### src/rtl/clock_div_bank_pkg.sv
// Shared types and helpers for the clock divider bank: FSM states, channel
// configuration record, reset defaults and lock-counter sizing.
package clock_div_bank_pkg;

  // Internal config fields are this wide; DIVW must not exceed it.
  localparam int CFG_W       = 16;
  localparam int RST_DIV_DEF = 2;

  typedef enum logic [0:0] {
    ALIGN = 1'b0,
    RUN   = 1'b1
  } state_t;

  typedef struct packed {
    logic [CFG_W-1:0] div;
    logic [CFG_W-1:0] phase;
    logic             en;
  } chan_cfg_t;

  function automatic int lock_w(input int cycles);
    return $clog2(cycles + 1);
  endfunction

endpackage

### src/rtl/clock_div_chan.sv
// One divider channel: active/shadow configuration, pending handshake,
// free-running counter and registered ce/sq generation.
module clock_div_chan
  import clock_div_bank_pkg::*;
#(
  parameter int RST_DIV = RST_DIV_DEF
) (
  input  logic      clkin,
  input  logic      rst_n,
  input  logic      align,
  input  logic      run,
  input  logic      wr,
  input  chan_cfg_t wr_cfg,
  output logic      ce,
  output logic      sq,
  output logic      pend_nxt,
  output logic      load
);

  localparam logic [CFG_W-1:0] ONE     = CFG_W'(1);
  localparam chan_cfg_t        RST_CFG = '{div: CFG_W'(RST_DIV), phase: {CFG_W{1'b0}}, en: 1'b1};

  chan_cfg_t        act_r, shd_r, act_nxt_s;
  logic             pend_r, wrap_s;
  logic [CFG_W-1:0] cnt_r, cnt_nxt_s, per_s, eph_s, half_s;

  // Effective period/phase, wrap detection and next counter/config state.
  always_comb begin
    per_s     = (act_r.div == {CFG_W{1'b0}}) ? ONE : act_r.div;
    eph_s     = (act_r.phase > per_s - ONE) ? per_s - ONE : act_r.phase;
    half_s    = (per_s >> 1) + CFG_W'(per_s[0]);
    wrap_s    = act_r.en && (cnt_r == per_s - ONE);
    load      = run && pend_r && (wrap_s || !act_r.en);
    pend_nxt  = pend_r;
    cnt_nxt_s = cnt_r;
    act_nxt_s = act_r;
    if (align) begin
      pend_nxt  = 1'b0;
      cnt_nxt_s = {CFG_W{1'b0}};
      if (pend_r) begin
        act_nxt_s = shd_r;
      end else begin
        act_nxt_s = act_r;
      end
    end else if (load) begin
      pend_nxt  = 1'b0;
      cnt_nxt_s = {CFG_W{1'b0}};
      act_nxt_s = shd_r;
    end else begin
      pend_nxt = pend_r | wr;
      if (!run) begin
        cnt_nxt_s = cnt_r;
      end else if (wrap_s || !act_r.en) begin
        cnt_nxt_s = {CFG_W{1'b0}};
      end else begin
        cnt_nxt_s = cnt_r + ONE;
      end
    end
  end

  // Channel state and registered outputs; ce/sq reflect the previous count.
  always_ff @(posedge clkin or negedge rst_n) begin
    if (!rst_n) begin
      act_r  <= RST_CFG;
      shd_r  <= RST_CFG;
      pend_r <= 1'b0;
      cnt_r  <= {CFG_W{1'b0}};
      ce     <= 1'b0;
      sq     <= 1'b0;
    end else begin
      act_r  <= act_nxt_s;
      shd_r  <= wr ? wr_cfg : shd_r;
      pend_r <= pend_nxt;
      cnt_r  <= cnt_nxt_s;
      ce     <= run && act_r.en && (cnt_r == eph_s);
      sq     <= act_r.en && (cnt_r < half_s);
    end
  end

endmodule

### src/rtl/clock_div_bank.sv
// Bank of NCH programmable clock-enable dividers sharing one align/run FSM,
// a single configuration write port and a lock indicator.
module clock_div_bank
  import clock_div_bank_pkg::*;
#(
  parameter int NCH         = 6,
  parameter int DIVW        = 8,
  parameter int LOCK_CYCLES = 16,
  parameter int RST_DIV     = RST_DIV_DEF
) (
  input  logic            clkin,
  input  logic            rst_n,
  input  logic            cfg_valid,
  output logic            cfg_ready,
  input  logic [3:0]      cfg_ch,
  input  logic [DIVW-1:0] cfg_div,
  input  logic [DIVW-1:0] cfg_phase,
  input  logic            cfg_en,
  input  logic            sync_req,
  output logic [NCH-1:0]  ce_out,
  output logic [NCH-1:0]  sq_out,
  output logic            cfg_err,
  output logic            locked
);

  localparam int LW = lock_w(LOCK_CYCLES);

  state_t          state_r, state_nxt_s;
  logic [LW-1:0]   lock_cnt_r;
  logic            accept_s, bad_ch_s, load_any_s, align_s, run_s;
  logic [NCH-1:0]  wr_s, pend_nxt_s, load_s;
  chan_cfg_t       wr_cfg_s;

  // Handshake, channel decode and global FSM next state.
  always_comb begin
    align_s    = (state_r == ALIGN);
    run_s      = (state_r == RUN);
    accept_s   = cfg_valid && cfg_ready;
    bad_ch_s   = ({1'b0, cfg_ch} >= 5'(NCH));
    load_any_s = |load_s;
    wr_cfg_s   = '{div: CFG_W'(cfg_div), phase: CFG_W'(cfg_phase), en: cfg_en};
    wr_s       = {NCH{1'b0}};
    for (int i = 0; i < NCH; i++) begin
      wr_s[i] = accept_s && (cfg_ch == 4'(i));
    end
    case (state_r)
      ALIGN:   state_nxt_s = RUN;
      RUN:     state_nxt_s = sync_req ? ALIGN : RUN;
      default: state_nxt_s = ALIGN;
    endcase
  end

  // FSM register, ready/error outputs and lock tracking.
  always_ff @(posedge clkin or negedge rst_n) begin
    if (!rst_n) begin
      state_r    <= ALIGN;
      cfg_ready  <= 1'b0;
      cfg_err    <= 1'b0;
      lock_cnt_r <= {LW{1'b0}};
      locked     <= 1'b0;
    end else begin
      state_r   <= state_nxt_s;
      cfg_ready <= (state_nxt_s == RUN) && !(|pend_nxt_s);
      cfg_err   <= accept_s && bad_ch_s;
      if (!run_s || load_any_s || sync_req) begin
        lock_cnt_r <= {LW{1'b0}};
        locked     <= 1'b0;
      end else if (!locked) begin
        lock_cnt_r <= lock_cnt_r + LW'(1);
        locked     <= (lock_cnt_r == LW'(LOCK_CYCLES - 1));
      end else begin
        lock_cnt_r <= lock_cnt_r;
      end
    end
  end

  for (genvar g = 0; g < NCH; g++) begin : g_ch
    clock_div_chan #(
      .RST_DIV(RST_DIV)
    ) u_chan (
      .clkin   (clkin),
      .rst_n   (rst_n),
      .align   (align_s),
      .run     (run_s),
      .wr      (wr_s[g]),
      .wr_cfg  (wr_cfg_s),
      .ce      (ce_out[g]),
      .sq      (sq_out[g]),
      .pend_nxt(pend_nxt_s[g]),
      .load    (load_s[g])
    );
  end

endmodule

### config.mk
export PLATFORM = sky130hd
export DESIGN_NAME = clock_div_bank
export DESIGN_NICKNAME = d
export VERILOG_FILES = /design/src/rtl/clock_div_bank_pkg.sv /design/src/rtl/clock_div_chan.sv /design/src/rtl/clock_div_bank.sv
export SDC_FILE = /design/constraint.sdc
export NUM_CORES = 1
export LEC_CHECK = 0
export CORE_ASPECT_RATIO = 1.2
export CORE_MARGIN = 5
export CORE_UTILIZATION = 45
export CTS_BUF_LIST = sky130_fd_sc_hd__clkbuf_16
export DETAILED_ROUTE_END_ITERATION = 10
export PLACE_DENSITY = 0.68
export SYNTH_ARGS = -nofsm -noshare
export SYNTH_HDL_FRONTEND = slang
export SYNTH_HIERARCHICAL = 1
export SYNTH_SLANG_ARGS = --single-unit
### constraint.sdc
create_clock -name clkin -period 5.1 [get_ports clkin]
set_input_delay 1.275 -clock clkin [delete_from_list [all_inputs] [get_ports clkin]]
set_output_delay 1.275 -clock clkin [all_outputs]
set_load 0.02 [all_outputs]
# Word-level counts from Yosys, hierarchy flattened
# Index checks and enable logic that the tools add are counted.
dict set report totals {
  regBits 423
  inputBits 25
  wordCells 277
}
dict set report classes {
  addsub 19
  n_lt_le_gt_ge 13
  eq_ne 25
  n_mux 66
  bitwise_logic 7
  n_reduce_logical 82
}
# cell count
set ops {}
lappend ops {{$mux W33} 18}
lappend ops {{$mux W16} 30}
lappend ops {{$eq A16 B16 Y1} 12}
lappend ops {{$add A15 B1 Y16} 6}
lappend ops {{$add A16 B1 Y16 const B} 6}
lappend ops {{$gt A16 B16 Y1} 6}
lappend ops {{$logic_not A16 Y1} 6}
lappend ops {{$lt A16 B16 Y1} 6}
lappend ops {{$sub A16 B1 Y16 const B} 6}
lappend ops {{$logic_and A1 B1 Y1} 45}
lappend ops {{$mux W1} 15}
lappend ops {{$ne A2 B1 Y1 const B} 7}
lappend ops {{$reduce_and A2 Y1} 6}
lappend ops {{$reduce_bool A2 Y1} 6}
lappend ops {{$reduce_or A6 Y1} 2}
lappend ops {{$mux W5} 2}
lappend ops {{$eq A4 B2 Y1 const B} 2}
lappend ops {{$eq A4 B3 Y1 const B} 2}
lappend ops {{$logic_not A1 Y1} 8}
lappend ops {{$logic_or A1 B1 Y1} 8}
lappend ops {{$or A1 B1 Y1} 6}
lappend ops {{$add A5 B1 Y5 const B} 1}
lappend ops {{$eq A5 B4 Y1 const B} 1}
lappend ops {{$eq A4 B1 Y1 const B} 1}
lappend ops {{4 further kinds} 4}

# Logic depth before layout (Yosys ltp)
dict set report depth {
  depth_word 12
  depth_mapped 20
}

# By module
# Netlist, hierarchy kept.
# mod n_inst cells_per_inst area_each_um2 seq_area_each_um2
set modules_own_cells {}
lappend modules_own_cells {{clock_div_chan at g_ch[0].u_chan ...} 4 541 5694.2 2132.0}
lappend modules_own_cells {{clock_div_chan at g_ch[5].u_chan} 1 536 5715.5 2132.0}
lappend modules_own_cells {{clock_div_chan at g_ch[2].u_chan} 1 527 5597.9 2132.0}
lappend modules_own_cells {clock_div_bank 1 52 504.2 225.2}

# Worst setup path before layout
# OpenSTA, ideal clock, no wires.
dict set report synth_path {
  kind {register to register}
  start {reg g_ch[0].u_chan/act_r[31] (netlist bit)}
  end {reg g_ch[0].u_chan.ce}
  setup_ps 101
  arrival_time_ps 4926
  required_ps 4999
  setup_slack_ps 73
  path_stages_with_launch 18
  path_buffers 1
  cell_sequence {dfrtp_1 clkbuf_1 or4_1 nor4_4 nor2_1 ha_1 or4b_2 or3_4 xor2_1 ha_1 nand4_1 nor4_1 nand3_1 nand2_1 mux2_2 a22o_1 or4_1 nor4_1}
}
dict set report synth_between {
  elab_chain_len 7
}
# item line
set synth_lines {}
lappend synth_lines {{start: declaration} clock_div_chan.sv:23} ;# chan_cfg_t act_r, shd_r, act_nxt_s;
lappend synth_lines {{start signal: assignment} clock_div_chan.sv:71} ;# act_r <= act_nxt_s;
lappend synth_lines {{$logic_not A16 Y1} clock_div_chan.sv:29} ;# per_s = (act_r.div == {CFG_W{1'b0}}) ? ONE : act_r.div;
lappend synth_lines {{$mux W16 *} clock_div_chan.sv:29}
lappend synth_lines {{$sub A16 B1 Y16 *} clock_div_chan.sv:30} ;# eph_s = (act_r.phase > per_s - ONE) ? per_s - ONE : act_r.phase;
lappend synth_lines {{$gt A16 B16 Y1} clock_div_chan.sv:30}
lappend synth_lines {{$mux W16 *} clock_div_chan.sv:30}
lappend synth_lines {{$eq A16 B16 Y1 *} clock_div_chan.sv:75} ;# ce <= run && act_r.en && (cnt_r == eph_s);
lappend synth_lines {{$logic_and A1 B1 Y1 *} clock_div_chan.sv:75}
lappend synth_lines {{end signal: assignment} clock_div_chan.sv:75}
lappend synth_lines {{end: declaration} clock_div_chan.sv:14} ;# output logic ce,
# Mark *: on every way between the ends. The rest lies on a longest branch, timed or not.
# A chain may end at the register's enable or synchronous reset.

# Final worst setup path
dict set report layout_path {
  start {reg g_ch[0].u_chan/act_r[18] (netlist bit)}
  end {reg g_ch[0].u_chan.ce}
}
# Same word-level chain as after synthesis.

==> flow_summary.json <==
{
  "cp_max_fo": 8,
  "clock-sinks": 519,
  "cp-end-kind": "register",
  "cts_tree": "done",
  "fp.dieH_um": 314,
  "die_area_mm2": 0.0825,
  "post-route-period-util": 0.959,
  "layout_min_cycle_time_ns": 4.89,
  "worst_slack_ns": 0.209,
  "leakagePower_nw": 17.6,
  "powerDensity_mw_per_mm2": 540,
  "hold_class": "register to register",
  "worstPathRequired_ns": 5.63,
  "p_clk_frac": 0.200,
  "peakVddDrop_v": 0.000328,
  "power.switching_mw": 8.48,
  "vias": 25200,
  "postSynthAreaPerCell_um2": 10.6,
  "synth-simple-area-share": 0.162,
  "slew_violations": 0,
  "numCtsBuffers": 54,
  "pre_cts_slack_ns": 0.109,
  "netlist.area_leader.share": 0.358,
  "antenna_found_initial": 6,
  "clk_path_buf_depth": 3,
  "antenna_cells": 0,
  "worst_pin_slew_ns": 0.918,
  "combPwrFrac": 0.530,
  "seqPwrFrac": 0.270,
  "ys.flop_type": "dfrtp_1",
  "synth_xor_area_frac": 0.0926,
  "fin_skew_ns": 0.0229,
  "drt_iter0_drc": 1830,
  "drv_cap": 0,
  "grt_pass1_wl_um": 141000,
  "stdcell_area_mm2": 0.0387,
  "post_route_cells_drive_above_1_share": 0.224,
  "synth-compound-area-share": 0.0875,
  "start_util": 0.453,
  "synth_top_family_by_area": "simple AND/OR/NAND/NOR gates",
  "cts-root-buf": "clkbuf_16",
  "postRouteAntennaNets": 0,
  "yosys.area.top_type": "dfrtp_1",
  "place_area_mm2": 0.0368,
  "die_w_um": 263,
  "synth_cells": 3279,
  "dr.pass1.iters": 5,
  "core_area_mm2": 0.0764,
  "worstPathArrival_ns": 5.42,
  "drc": 0,
  "layout_common_cells": "494 x dfrtp_1, 238 x nor2_1, 223 x mux2_2",
  "crit_type": "register to register",
  "cts-htree-levels": 2,
  "ys_types": 93,
  "ys_ff_latch": 519,
  "max_freq_mhz": 204,
  "clkSlewWorstSetupHoldPaths_ns": 0.07,
  "port_buffers": 39,
  "wl_um": 87600,
  "row_count": 111,
  "yosys_warnings": 6,
  "grtUsageTotal": 0.208,
  "synth_fa_ha_area_frac": 0.0745,
  "num-nets-final": 3642,
  "critPathLaunchType": "register",
  "pin_count": 40,
  "intPower_mw": 12.4,
  "setup_viol": 0,
  "hold_ws_ns": 0.489,
  "drt-vias-per-instance": 5.63,
  "gr-total-overflow": 0,
  "ys_top_cells_by_area": "dfrtp_1 36%, mux2_4 7.8%, ha_1 7.5%",
  "synth_edf_count": 0,
  "mostFrequentLayoutCell": "dfrtp_1",
  "grt_pass1_vias": 24900,
  "post-dp-hpwl_um": 64300,
  "hold_viol": 0,
  "globalplace.congestion": 0.946,
  "fin_util": 0.507,
  "outcome": "finished clean",
  "slew_headroom": 0.386,
  "synth-async-reset-ratio": 1.00,
  "clk_latency_ns": 0.63,
  "syn_area_mm2": 0.0346,
  "synth-seq-area-share": 0.376,
  "area_growth_pct": 11.9,
  "wl_per_cell_um": 19.6,
  "muxShareOfSynthArea": 0.162,
  "grt_max_degree": 105,
  "swShare": 0.406
}
[power groups by stage]
stage / clock [mW] / sequential (mW) / combinational (mW)
6_report: 4.17 / 5.64 / 11.1
5_1_grt: 4.46 / 5.75 / 12.2
4_1_cts: 4.29 / 5.65 / 10.8
3_5_place_dp: 0 / 5.71 / 10.8
3_3_place_gp: 0 / 5.68 / 10.7
2_1_floorplan: 0 / 5.41 / 8.11
[worst max-delay path, stage by stage (launching register included)]
cell and delay (ns):
dfstp_2 0.58, or4_1 0.17, nor4_4 0.04, nor2_1 0.13, ha_1 0.18, or4b_2 0.66, or3_4 0.39, xor2_2 0.18
ha_1 0.29, nand4_1 0.17, nor4_4 0.33, a21oi_1 0.11, nand4_1 0.19, nand2_1 0.11, buf_4 0.19, mux2_2 0.22
o22ai_1 0.07, or4_1 0.52, nor4_1 0.26
[cell usage after synthesis (13+ instances only)]
master / number
o21ai_0: 69
or4_1: 14
o22ai_1: 20
nor4_1: 41
ha_1: 206
a21oi_1: 90
nand2_1: 209
nor2b_1: 21
a211oi_1: 15
o2111ai_1: 16
nand4_1: 75
o211ai_1: 25
dfrtp_1: 495
or3_1: 38
dfstp_2: 24
inv_1: 110
buf_1: 24
mux2_4: 180
a221oi_1: 14
xnor2_1: 151
clkbuf_1: 131
nand2b_1: 43
and3_1: 57
xor2_1: 150
a31oi_1: 20
xnor3_1: 23
nor3b_1: 13
mux2_2: 223
buf_2: 30
nand3_1: 118
mux2i_1: 36
or2_2: 17
nor2_1: 241
a21o_1: 55
o311ai_0: 15
nor3_1: 55
[metrics by stage]
step,total power [mW],instances,TNS (ns)
finish,20.9,4473,0
global route,22.4,4473,-0.0189
CTS,20.8,4468,0
detailed placement,16.5,4367,0
global placement,16.4,4367,0
floorplan,13.5,3374,0
[layer usage]
layer | share of wire | vias up | GRT usage
met1 | 0.45 | 12400 | 0.284
met2 | 0.48 | 612 | 0.350
met4 | 0.032 | 0 | 0.0611
met3 | 0.043 | 165 | 0.0244
met5 | 0 | - | 0
li1 | - | 12000 | -
[layout make-up]
type                            count  area, um2
Timing Repair Buffer              196       1700
Clock buffer                       55       1380
Fill cell                        6860      37700
Tap cell                         1017       1270
Sequential cell                   519      13000
Clock inverter                     46        488
Multi-Input combinational cell   2530      20500
Inverter                          110        413
[flip-flops by register name, indices dropped and copies added (netlist names)]
| register | count |
|---|---|
| g_ch.u_chan/sq | 6 |
| locked | 1 |
| g_ch.u_chan/cnt_r | 96 |
| run_s | 1 |
| g_ch.u_chan/ce | 6 |
| g_ch.u_chan/pend_r | 6 |
| cfg_err | 1 |
| g_ch.u_chan/shd_r | 198 |
| cfg_ready | 1 |
| lock_cnt_r | 5 |
| g_ch.u_chan/act_r | 198 |
[worst paths after layout]
| check | startpoint | to | slack (ns) | depth (start not counted) |
|---|---|---|---|---|
| worst max-delay path | g_ch[0].u_chan/act_r[18]$_DFFE_PN1P_ | g_ch[0].u_chan/ce$_DFF_PN0_ | 0.21 | 18 |
| worst min-delay path | g_ch[4].u_chan/shd_r[4]$_DFFE_PN0P_ | g_ch[4].u_chan/act_r[4]$_DFFE_PN0P_ | 0.49 | 1 |
| worst max register to register | g_ch[0].u_chan/act_r[18]$_DFFE_PN1P_ | g_ch[0].u_chan/ce$_DFF_PN0_ | 0.21 | 18 |
| worst min register to register | g_ch[4].u_chan/shd_r[4]$_DFFE_PN0P_ | g_ch[4].u_chan/act_r[4]$_DFFE_PN0P_ | 0.49 | 1 |
| max in group asynchronous | rst_n | g_ch[0].u_chan/shd_r[18]$_DFFE_PN1P_ | 3.36 | 2 |
| min in group asynchronous | rst_n | g_ch[2].u_chan/cnt_r[3]$_DFFE_PN0P_ | 0.71 | 1 |
[logic make-up after synthesis]
| kind of cell | Yosys count |
|---|---|
| other | 1 |
| XOR/XNOR | 326 |
| flip-flops | 519 |
| AO/OA/AOI/OAI | 431 |
| adder cells (fa/ha/maj) | 206 |
| AND/OR/NAND/NOR | 1031 |
| multiplexers | 440 |
| buffers and inverters | 325 |
[repair_timing]
action / 4_1_cts / 5_1_grt
hold buffers: 0 / 0
setup buffers: 0 / 5
gates resized for setup: 0 / 11
setup endpoints to repair: 0 / 4
Note: power is estimated with default switching activity, not from simulation.
